### config.mk
export PLATFORM = sky130hd
export DESIGN_NAME = mux4_arbiter
export DESIGN_NICKNAME = d
export VERILOG_FILES = /design/src/rtl/mux4_arbiter.sv
export SDC_FILE = /design/constraint.sdc
export NUM_CORES = 1
export LEC_CHECK = 0
export BUFFER_PORTS_ARGS = -buffer_cell sky130_fd_sc_hd__buf_2
export CORE_MARGIN = 5
export CORE_UTILIZATION = 49
export DETAILED_ROUTE_END_ITERATION = 6
export PLACE_DENSITY = 0.75
export SYNTH_ARGS = -nofsm -noshare
export SYNTH_HDL_FRONTEND = slang
export SYNTH_SLANG_ARGS = --single-unit
export TNS_END_PERCENT = 100
### constraint.sdc
create_clock -name clock -period 2.1 [get_ports clock]
set_input_delay 0 -clock clock [delete_from_list [all_inputs] [get_ports clock]]
set_output_delay 0 -clock clock [all_outputs]
set_load 0.01 [all_outputs]
### src/rtl/mux4_arbiter.sv
`default_nettype none
// ============================================================================
// Module      : mux4_arbiter
// Description : Round-robin arbiter with bounded hold time, steering a shared
//               4-to-1 single-bit data path to the current owner.
// Revision    : 1.0 - initial release
// ============================================================================
module mux4_arbiter #(
   parameter int MAX_HOLD = 4
) (
   input  logic       clock,
   input  logic       clear,
   input  logic [3:0] req,
   input  logic       i0,
   input  logic       i1,
   input  logic       i2,
   input  logic       i3,
   output logic [3:0] gnt,
   output logic       s1,
   output logic       s0,
   output logic       valid,
   output logic       out
);

   typedef enum logic [0:0] {
      IDLE  = 1'b0,
      GRANT = 1'b1
   } state_t;

   localparam logic [3:0] HOLD_LAST = 4'(MAX_HOLD - 1);

   state_t     state, state_nxt;
   logic [1:0] last_owner, last_owner_nxt;
   logic [3:0] hold_cnt, hold_cnt_nxt;
   logic [3:0] gnt_nxt;
   logic [1:0] sel_nxt;
   logic       valid_nxt;
   logic [1:0] cand;
   logic [1:0] win_idx;
   logic       win_found;
   logic       release_now;

   // Round-robin search starting just after the last owner; k=4 wraps to
   // the last owner itself so a lone expiring requester can be re-granted.
   always_comb begin
      win_found = 1'b0;
      win_idx   = last_owner;
      cand      = last_owner;
      for (int k = 1; k <= 4; k++) begin
         cand = last_owner + 2'(k);
         if (!win_found && req[cand]) begin
            win_found = 1'b1;
            win_idx   = cand;
         end
      end
   end

   // While in GRANT the owner is always last_owner.
   always_comb begin
      state_nxt      = state;
      last_owner_nxt = last_owner;
      hold_cnt_nxt   = hold_cnt;
      gnt_nxt        = gnt;
      sel_nxt        = {s1, s0};
      valid_nxt      = valid;
      release_now    = (state == IDLE) || !req[last_owner] || (hold_cnt == HOLD_LAST);
      if (release_now) begin
         hold_cnt_nxt = 4'd0;
         if (win_found) begin
            state_nxt      = GRANT;
            last_owner_nxt = win_idx;
            gnt_nxt        = 4'b0001 << win_idx;
            sel_nxt        = win_idx;
            valid_nxt      = 1'b1;
         end else begin
            state_nxt = IDLE;
            gnt_nxt   = 4'b0000;
            valid_nxt = 1'b0;
         end
      end else begin
         hold_cnt_nxt = hold_cnt + 4'd1;
      end
   end

   always_ff @(posedge clock or negedge clear) begin
      if (!clear) begin
         state      <= IDLE;
         last_owner <= 2'd3;
         hold_cnt   <= 4'd0;
         gnt        <= 4'b0000;
         s1         <= 1'b0;
         s0         <= 1'b0;
         valid      <= 1'b0;
      end else begin
         state      <= state_nxt;
         last_owner <= last_owner_nxt;
         hold_cnt   <= hold_cnt_nxt;
         gnt        <= gnt_nxt;
         s1         <= sel_nxt[1];
         s0         <= sel_nxt[0];
         valid      <= valid_nxt;
      end
   end

   always_comb begin
      out = 1'b0;
      if (valid) begin
         case ({s1, s0})
            2'd0:    out = i0;
            2'd1:    out = i1;
            2'd2:    out = i2;
            default: out = i3;
         endcase
      end
   end

endmodule
`default_nettype wire

==> impl_metrics.env <==
export IMPL_layout_common_cells="buf_2, dfrtp_1, nand2b_1, o21ai_0, mux2_2"
export IMPL_dieArea_mm2=0.00217
export IMPL_ant_nets=0
export IMPL_p_leak_nw=0.362
export IMPL_finalWeightedCongestion=0.811
export IMPL_crit_fanout=5
export IMPL_core_mm2=0.00128
export IMPL_ys_seq_elements=13
export IMPL_grt_overflow_total=0
export IMPL_status="finished, final reports clean"
export IMPL_synth_net_count=66
export IMPL_yosysSeqAreaShare_pct=49.9
export IMPL_die_x_um=46.6
export IMPL_nets=89
export IMPL_first_pass_iters=4
export IMPL_cts_inserted_buffers=3
export IMPL_grt_pass1_vias=504
export IMPL_setup_viol=0
export IMPL_max_slew_margin_pct=67.9
export IMPL_start_util_pct=51.1
export IMPL_required_ns=2.26
export IMPL_ys_types=25
export IMPL_dr_first_iter_drc_count=25
export IMPL_diodes=0
export IMPL_grt_use_total_pct=13.9
export IMPL_hp_class="primary input to flip-flop"
export IMPL_worst_pin_slew_ns=0.477
export IMPL_end_kind="flip-flop"
export IMPL_syn_avg_cell_area_um2=11.9
export IMPL_clk_latency_ns=0.27
export IMPL_drive_gt1_share_pct=40.3
export IMPL_syn_instance_count=55
export IMPL_p_total_w=0.00106
export IMPL_grt_start_max_net_pins=14
export IMPL_layout_commonest_cell="buf_2"
export IMPL_cts_max_level=1
export IMPL_critPathLaunchType="flip-flop"
export IMPL_antenna_found_initial=0
export IMPL_wl_per_cell_um=13.7
export IMPL_fin_crit_sh_pct=91.0
export IMPL_portBuffers=17
export IMPL_cts_root_buf="clkbuf_4"
export IMPL_row_count=13
export IMPL_die_y_um=46.6
export IMPL_rsz0062_at_grt="no"
export IMPL_dpl_hpwl_um=1010
export IMPL_syn_area_um2=657
export IMPL_clk_pin_slew_ns=0.07
export IMPL_cts_tree="done"
export IMPL_fmax_mhz=524
export IMPL_cts_resized=0
export IMPL_grt_pass1_wl_um=2130
export IMPL_vias=524
export IMPL_ir_drop_mv=0.691
export IMPL_powerDensity_mw_per_mm2=1340
export IMPL_avgViaCountPerCell=5.70
export IMPL_arrival_ns=2.07
export IMPL_clockBufferDepth=2
export IMPL_final_hold_viol_count=0
export IMPL_area_delta_synth_final_pct=20.8
export IMPL_skew_ns=0.00191
export IMPL_synth_warnings=0
export IMPL_drcViolationCount=0
export IMPL_io_pins=18
export IMPL_cts_sinks=13
export IMPL_worstSetupPathType="flip-flop to flip-flop"
export IMPL_drv_cap=0
export IMPL_drv_slew=0
export IMPL_tns_ns=0
export IMPL_drt_wl_total_um=1260
export IMPL_min_period_ns=1.91
## cells in the mapped netlist
library cell / count / share of area, %
and2b_1: 1 / 1.1
a21boi_0: 1 / 1.1
and2_1: 3 / 2.9
dfstp_2: 2 / 8.0
nand2_1: 3 / 1.7
o41ai_1: 2 / 2.7
xnor2_1: 1 / 1.3
o211a_2: 1 / 1.5
o21ai_0: 4 / 3.0
a32o_1: 2 / 3.0
or4_1: 1 / 1.1
dfrtp_1: 11 / 42
nand3_1: 2 / 1.5
a31oi_1: 1 / 0.95
ha_1: 1 / 1.9
nor2_2: 1 / 0.95
o21a_1: 1 / 1.1
a21o_1: 1 / 1.1
nor2b_1: 2 / 1.9
buf_6: 1 / 1.7
mux2_2: 4 / 6.9
mux4_2: 2 / 6.9
nor2_1: 2 / 1.1
clkinv_1: 1 / 0.57
nand2b_1: 4 / 3.8
## timing repair
action / CTS / global route
hold endpoints to repair: 13 / 0
buffers inserted: 0 / 0
hold buffers: 1 / 0
## power breakdown
part	leakage, nW	switching [W]	total (W)	internal [W]
sequential	0.160	0.0000677	0.000424	0.000357
clock	0.0150	0.0000759	0.000149	0.0000735
combinational	0.187	0.000224	0.000487	0.000262
total	0.362	0.000368	0.00106	0.000692
## stage by stage
stage | hold slack [ns] | setup slack [ns] | instances | util (%) | instance area (um2)
floorplan | -0.296 | 0.270 | 55 | - | 657
global placement | -0.0978 | 0.245 | 87 | 58.9 | 757
detailed placement | -0.0988 | 0.202 | 87 | 58.9 | 757
CTS | 0.0858 | 0.189 | 92 | 61.7 | 793
global route | 0.0918 | 0.122 | 92 | 61.7 | 793
finish | 0.0910 | 0.190 | 92 | 61.7 | 793
## final cells by class
cell class / instances / area [um2]
fill: 109 / 492
inverter: 1 / 3.75
sequential: 13 / 328
tap: 15 / 18.8
timing repair buffer: 19 / 103
clock buffer: 4 / 26.3
multi-input combinational: 40 / 314
## path summary, 6_finish.rpt
| kind | from | endpoint | slack [ns] | cells past startpoint |
|---|---|---|---|---|
| min | req[3] | state$_DFFE_PN0N_ | 0.09 | 2 |
| max in group asynchronous | clear | last_owner[1]$_DFFE_PN1P_ | 1.69 | 2 |
| max | last_owner[0]$_DFFE_PN1P_ | s1$_DFFE_PN0P_ | 0.19 | 4 |
| min in group asynchronous | clear | gnt[2]$_DFFE_PN0N_ | 0.13 | 2 |
| min reg2reg | hold_cnt[0]$_DFF_PN0_ | hold_cnt[0]$_DFF_PN0_ | 0.46 | 1 |
| max reg2reg | last_owner[0]$_DFFE_PN1P_ | s1$_DFFE_PN0P_ | 0.19 | 4 |
## state kept, by name, indices dropped and copies added (netlist names)
register and flops:
gnt 4, last_owner 2, state 1, s0 1
s1 1, hold_cnt 4
## kinds of logic (layout without fill, tap and decap cells)
logic type	count (synthesis)	in the layout	synth area share, %
simple gates	19	19	16.2
buf+inv	2	24	2.29
fa+ha+maj	1	1	1.90
flops	13	13	49.9
mux	6	6	13.7
xor+xnor	1	1	1.33
compound gates	13	13	14.7
## metal layers
layer,vias up,wire length [um],track usage (%)
li1,246,-,-
met3,4,103,2.73
met1,254,500,17.0
met5,-,0,0
met4,0,23,9.39
met2,20,629,22.0
## worst max-delay path: stages (launching register included)
cell	delay, ns
dfstp_2	0.57
mux4_2	0.51
o211a_2	0.17
nor2_2	0.20
mux2_2	0.36
(Power assumes the default switching activity.)
